===== src/rtl/flush_pkg.sv =====
// flush_pkg: shared constants and FSM state type for the screen flusher.
//   SCREEN_W / SCREEN_H : default raster size (160 x 120)
//   COLOUR_W            : colour width on decoder and VGA buses
//   COORD_W             : width of the flush scan counters
//   flush_state_t       : sequencer states IDLE, SCAN, DRAIN, DONE
package flush_pkg;

    localparam int SCREEN_W = 160;
    localparam int SCREEN_H = 120;
    localparam int COLOUR_W = 6;
    localparam int COORD_W  = 8;

    typedef enum logic [1:0] {
        IDLE  = 2'd0,
        SCAN  = 2'd1,
        DRAIN = 2'd2,
        DONE  = 2'd3
    } flush_state_t;

endpackage


===== src/rtl/screen_flusher_raster_counter.sv =====
// raster_counter: column/row scan counter for one frame sweep.
//   clk, resetn : clock, asynchronous active-low reset
//   clear       : force both counters to 0
//   advance     : step one pixel in raster order
//   x, y        : current column / row
//   last        : high while (x, y) is the final pixel (WIDTH-1, HEIGHT-1)
module raster_counter
    import flush_pkg::*;
#(
    parameter int WIDTH  = SCREEN_W,
    parameter int HEIGHT = SCREEN_H
) (
    input  logic               clk,
    input  logic               resetn,
    input  logic               clear,
    input  logic               advance,
    output logic [COORD_W-1:0] x,
    output logic [COORD_W-1:0] y,
    output logic               last
);

    localparam logic [COORD_W-1:0] X_LAST = COORD_W'(WIDTH - 1);
    localparam logic [COORD_W-1:0] Y_LAST = COORD_W'(HEIGHT - 1);

    logic [COORD_W-1:0] r_x;
    logic [COORD_W-1:0] r_y;
    logic               w_x_end;
    logic               w_last;

    assign w_x_end = (r_x == X_LAST);
    assign w_last  = w_x_end && (r_y == Y_LAST);

    // Counter state: after the final pixel both counters park at 0,0 for the next frame.
    always_ff @(posedge clk or negedge resetn) begin
        if (!resetn) begin
            r_x <= {COORD_W{1'b0}};
            r_y <= {COORD_W{1'b0}};
        end else if (clear) begin
            r_x <= {COORD_W{1'b0}};
            r_y <= {COORD_W{1'b0}};
        end else if (advance) begin
            if (w_last) begin
                r_x <= {COORD_W{1'b0}};
                r_y <= {COORD_W{1'b0}};
            end else if (w_x_end) begin
                r_x <= {COORD_W{1'b0}};
                r_y <= r_y + 8'd1;
            end else begin
                r_x <= r_x + 8'd1;
                r_y <= r_y;
            end
        end else begin
            r_x <= r_x;
            r_y <= r_y;
        end
    end

    assign x    = r_x;
    assign y    = r_y;
    assign last = w_last;

endmodule


===== src/rtl/screen_flusher.sv =====
// screen_flusher: sweeps the screen once per start request, presenting each
// pixel on the flush bus to combinational decoders and emitting one registered
// plot per pixel to the VGA adapter.
//   clk, resetn            : clock, asynchronous active-low reset
//   start                  : redraw request (only honoured in IDLE)
//   busy, done             : frame in progress / one-cycle completion pulse
//   flush_x, flush_y       : scan coordinate to the decoders
//   obj_enable, obj_colour : decoder hit and colour for the flush coordinate
//   vga_x, vga_y           : plot coordinate (vga_y is flush_y[6:0])
//   vga_colour, vga_plot   : plot colour and write strobe
// Build option: FLUSH_SKIP_BG_EN -- when defined, background pixels are swept
// but not written (vga_plot only for obj_enable=1); frame timing is unchanged.
module screen_flusher
    import flush_pkg::*;
#(
    parameter int                  WIDTH     = SCREEN_W,
    parameter int                  HEIGHT    = SCREEN_H,
    parameter logic [COLOUR_W-1:0] BG_COLOUR = 6'b000000
) (
    input  logic                clk,
    input  logic                resetn,
    input  logic                start,
    output logic                busy,
    output logic                done,
    output logic [COORD_W-1:0]  flush_x,
    output logic [COORD_W-1:0]  flush_y,
    input  logic                obj_enable,
    input  logic [COLOUR_W-1:0] obj_colour,
    output logic [COORD_W-1:0]  vga_x,
    output logic [6:0]          vga_y,
    output logic [COLOUR_W-1:0] vga_colour,
    output logic                vga_plot
);

    flush_state_t r_state;
    flush_state_t w_state_next;

    logic [COORD_W-1:0]  w_x;
    logic [COORD_W-1:0]  w_y;
    logic                w_last;
    logic                w_accept;
    logic                w_scan;
    logic                w_plot_next;

    logic                r_busy;
    logic                r_done;
    logic                r_vga_plot;
    logic [COORD_W-1:0]  r_vga_x;
    logic [6:0]          r_vga_y;
    logic [COLOUR_W-1:0] r_vga_colour;

    assign w_scan   = (r_state == SCAN);
    assign w_accept = (r_state == IDLE) && start;

    raster_counter #(
        .WIDTH  (WIDTH),
        .HEIGHT (HEIGHT)
    ) u_raster_counter (
        .clk     (clk),
        .resetn  (resetn),
        .clear   (w_accept),
        .advance (w_scan),
        .x       (w_x),
        .y       (w_y),
        .last    (w_last)
    );

`ifdef FLUSH_SKIP_BG_EN
    assign w_plot_next = w_scan && obj_enable;
`else
    assign w_plot_next = w_scan;
`endif

    // FSM state register.
    always_ff @(posedge clk or negedge resetn) begin
        if (!resetn) begin
            r_state <= IDLE;
        end else begin
            r_state <= w_state_next;
        end
    end

    // FSM next-state logic; start outside IDLE is dropped, not queued.
    always_comb begin
        w_state_next = r_state;
        case (r_state)
            IDLE: begin
                if (start) begin
                    w_state_next = SCAN;
                end else begin
                    w_state_next = IDLE;
                end
            end
            SCAN: begin
                if (w_last) begin
                    w_state_next = DRAIN;
                end else begin
                    w_state_next = SCAN;
                end
            end
            DRAIN:   w_state_next = DONE;
            DONE:    w_state_next = IDLE;
            default: w_state_next = IDLE;
        endcase
    end

    // Registered outputs. These lag the state by one cycle, so the DRAIN
    // state yields the plot-low hold cycle and DONE yields the done pulse.
    // busy clears on the cycle after done unless a new start is accepted.
    always_ff @(posedge clk or negedge resetn) begin
        if (!resetn) begin
            r_busy       <= 1'b0;
            r_done       <= 1'b0;
            r_vga_plot   <= 1'b0;
            r_vga_x      <= 8'd0;
            r_vga_y      <= 7'd0;
            r_vga_colour <= 6'd0;
        end else begin
            r_done     <= (r_state == DONE);
            r_vga_plot <= w_plot_next;
            if (w_accept) begin
                r_busy <= 1'b1;
            end else if (r_done) begin
                r_busy <= 1'b0;
            end else begin
                r_busy <= r_busy;
            end
            if (w_scan) begin
                r_vga_x      <= w_x;
                r_vga_y      <= w_y[6:0];
                r_vga_colour <= obj_enable ? obj_colour : BG_COLOUR;
            end else begin
                r_vga_x      <= r_vga_x;
                r_vga_y      <= r_vga_y;
                r_vga_colour <= r_vga_colour;
            end
        end
    end

    assign busy       = r_busy;
    assign done       = r_done;
    assign flush_x    = w_x;
    assign flush_y    = w_y;
    assign vga_x      = r_vga_x;
    assign vga_y      = r_vga_y;
    assign vga_colour = r_vga_colour;
    assign vga_plot   = r_vga_plot;

endmodule

===== config.mk =====
export PLATFORM = sky130hd
export DESIGN_NAME = screen_flusher
export DESIGN_NICKNAME = d
export VERILOG_FILES = /design/src/rtl/flush_pkg.sv /design/src/rtl/screen_flusher_raster_counter.sv /design/src/rtl/screen_flusher.sv
export SDC_FILE = /design/constraint.sdc
export NUM_CORES = 1
export LEC_CHECK = 0
export ABC_CLOCK_PERIOD_IN_PS = 2200
export CAP_MARGIN = 30
export CORE_AREA = 2 2 67 69
export DETAILED_ROUTE_END_ITERATION = 16
export DIE_AREA = 0 0 69 71
export PLACE_DENSITY = 0.76
export SYNTH_ARGS = -nofsm -noshare
export SYNTH_HDL_FRONTEND = slang
export SYNTH_SLANG_ARGS = --single-unit
export TNS_END_PERCENT = 30

===== constraint.sdc =====
create_clock -name clk -period 2.2 [get_ports clk]
set_clock_uncertainty 0.2 [all_clocks]
set_input_delay 0.44 -clock clk [delete_from_list [all_inputs] [get_ports clk]]
set_output_delay 0.44 -clock clk [all_outputs]
set_load 0.02 [all_outputs]

==> metrics.csv <==
metric;value;unit
Worst R2R End;u_raster_counter.y[7];
Post-Synth Simple-Gate Area;28.4;%
DR pass1 iterations;4;
Area Growth Syn to Fin;32.9;%
Post-CTS Setup Bufs;0;
core area;4200;um2
Slew HR;65.1;%
Peak Freq;471;MHz
DRC viols;0;
type of the worst min-delay path;in -> async;
Worst Max-Slew Pin Slew;523;ps
CTS Buf Count;5;
CP arrival;1480;ps
Avg Vias per Cell;5.42;
total number of vias;1663;
initial antenna violation count;0;
Crit Path Class;reg -> out;
startpoint types;register;
number of synthesized flops with an enable pin;0;
register area share after synthesis;54.7;%
pwr dens;895;nW/um2
Compound-Gate Fraction of Synth Area;9.25;%
Crit path largest cell delay;670;ps
number of I/O pins;50;
hpwl dp;3030;um
crit-path max FO;8;
routed len/inst;14.4;um
gr usage total;19.4;%
reg2reg start;u_raster_counter.x[1];
post-synthesis adder-cell area fraction;1.30;%
max cap viols;0;
Final Hold Fails;0;
status;complete, no violations;
Design Area, Final;2550;um2
Mapped Cells;203;
Synth cell types;40;
Static Leakage;1.13;nW
Die Wd;69;um
XOR/XNOR share of the synthesized area;1.37;%
PortBufs;49;
fillers;367;
vias in the first global route;1629;
Initial Util;45.7;%
Ys Warns;0;
drt total wl;4420;um
layout cells sized above 1;9.80;%
Final ANT Viol Nets;0;
worst vdd ir;0.475;mV
Root Driver;clkbuf_8;
Crit-path slowest cell;clkdlybuf4s50_1;
largest cells by area after synthesis;dfrtp_1 55%, nand2_1 13%, nand3_1 3.6%, o21ai_0 2.6%, nor2_1 1.8%;
area share of the largest cell type after synthesis;54.7;%
RSZ-0062 raised after global routing;false;
Sink Count;42;
Die Ht;71;um
total global routing overflow;0;
CTS tree;yes;
DP Area;2430;um2
die area;4900;um2
worst-skew pair later-pin latency;290;ps
setup violators final;0;
R2R cell count;5;
TNS Setup;0;ps
ys async rst share;100;%
WP buf/inv;1;
Post-Syn Area;1920;um2
Nets;266;
first-pass GRT wire length;7580;um
row count;24;
Mean Syn Cell Area;9.46;um2
delay-heaviest family, CP;buffers and inverters;
max-slew violations;0;
number of diodes;0;
Stages on worst setup path;1;
CP required;1560;ps
htree depth;2;
Synth Net Count;215;
post-route minimum period;2120;ps
Max clock buf depth;2;
main combinational cell family by area after synthesis;simple AND/OR/NAND/NOR gates;
Final period util;96.4;%
synthesized flop and latch total;42;
flop2flop setup slack;110;ps
Yosys top cell by area;dfrtp_1;
drt first-iter violations;109;
prevailing post-synth register cell;dfrtp_1;
gpl congestion;0.860;
cells along the critical path;clkdlybuf4s50_1;
Critical path destination;flush_y[3];
pin count of the biggest net entering global routing;43;
Critical Path Source;u_raster_counter.y[3];
Worst-path clk slew;80;ps
CP Capture Type;output pin;
multiplexer area fraction after synthesis;0;%
-- worst register-to-register path, delay by kind of cell, from the launching register on --
family | cells | cell delay [ps]
adders and majority gates | 1 | 250
and+or+nand+nor | 3 | 960
AOI/OAI and AO/OA | 1 | 170
DFF | 1 | 440
-- cells in the mapped netlist, types with 2 or more instances --
master / n
a211oi_1: 2
nand2_1: 68
and3_2: 2
ha_1: 2
inv_1: 3
dfrtp_1: 42
and3_1: 2
or4_1: 2
nand4_1: 4
nor3_1: 2
a21oi_1: 6
o21ai_0: 10
xor2_1: 3
buf_2: 2
nor2_1: 9
o31ai_1: 2
clkbuf_1: 3
nand3_1: 14
nor4_1: 2
buf_6: 3
-- placed cells by master (no fill, tap or decap), types with 2 or more instances in the layout --
cell type / Yosys / layout
nand2_1: 68 / 68
clkdlybuf4s50_1: 0 / 48
dfrtp_1: 42 / 41
nand3_1: 14 / 14
o21ai_0: 10 / 10
nor2_1: 9 / 9
a21oi_1: 6 / 6
clkbuf_8: 0 / 5
buf_4: 0 / 5
nand4_1: 4 / 4
inv_1: 3 / 3
xor2_1: 3 / 3
or4_1: 2 / 2
and3_1: 2 / 2
and3_2: 2 / 2
o31ai_1: 2 / 2
a211oi_1: 2 / 2
nor3_1: 2 / 2
ha_1: 2 / 2
clkinvlp_4: 0 / 2
-- state kept, by name, indices dropped and copies added (netlist names), named ones only --
name	flops
r_state	1
u_raster_counter.x	8
busy	1
vga_x	8
u_raster_counter.y	8
vga_colour	6
done	1
vga_plot	1
vga_y	7
-- power breakdown --
part           switching (mW)  internal (mW)
registers               0.139          0.898
clock network           0.270          0.337
logic                   0.327          0.313
-- routing by layer --
| metal | share of wire [%] | up-vias | GRT usage [%] |
|---|---|---|---|
| met3 | 6.1 | 12 | 5.27 |
| li1 | - | 792 | - |
| met1 | 46 | 785 | 26.2 |
| met4 | 1.9 | 0 | 8.28 |
| met5 | 0 | - | 0 |
| met2 | 46 | 74 | 29.6 |
-- kinds of logic after synthesis --
| group | Yosys count |
|---|---|
| AND/OR/NAND/NOR | 114 |
| flip-flops | 42 |
| AO/OA/AOI/OAI | 28 |
| buffers and inverters | 14 |
| XOR/XNOR | 3 |
| adder cells (fa/ha/maj) | 2 |
-- per-stage QoR --
stage / std cells / util (%) / setup WS [ps] / total power [mW] / hold slack, ps
2_1_floorplan: 203 / - / 144 / 1.36 / -55.6
3_3_place_gp: 299 / 57.8 / 213 / 1.68 / 246
3_5_place_dp: 299 / 57.8 / 111 / 1.69 / 257
4_1_cts: 307 / 60.5 / 90.4 / 2.30 / 13.8
5_1_grt: 307 / 60.7 / 5.54 / 2.40 / 58.8
6_report: 307 / 60.7 / 79.1 / 2.28 / 5.75
-- worst min-delay path by stage --
stage / slack [ps] / cells after the start / endpoint
3_3_place_gp: 250 / 1 / busy
5_1_grt: 60 / 2 / vga_x[7]
2_1_floorplan: -60 / 0 / async pin
6_report: 6 / 2 / u_raster_counter.x[5]
4_1_cts: 10 / 2 / vga_y[6]
3_5_place_dp: 260 / 2 / vga_colour[3]
-- repair_timing --
item,CTS,global route
endpoints found under the setup margin,0,3
gates resized for setup,0,2
hold buffers,0,0
-- layout make-up --
cell class	count	area, um2	share of cell area [%]
clock buffers	5	68.8	2.70
clock inverters	3	45.0	1.76
inverters	4	17.5	0.686
multi-input cells	147	781	30.6
flip-flops and latches	42	1050	41.2
well taps	52	65.1	2.55
repair buffers	54	523	20.5
Note: power is estimated with default switching activity, not from simulation.
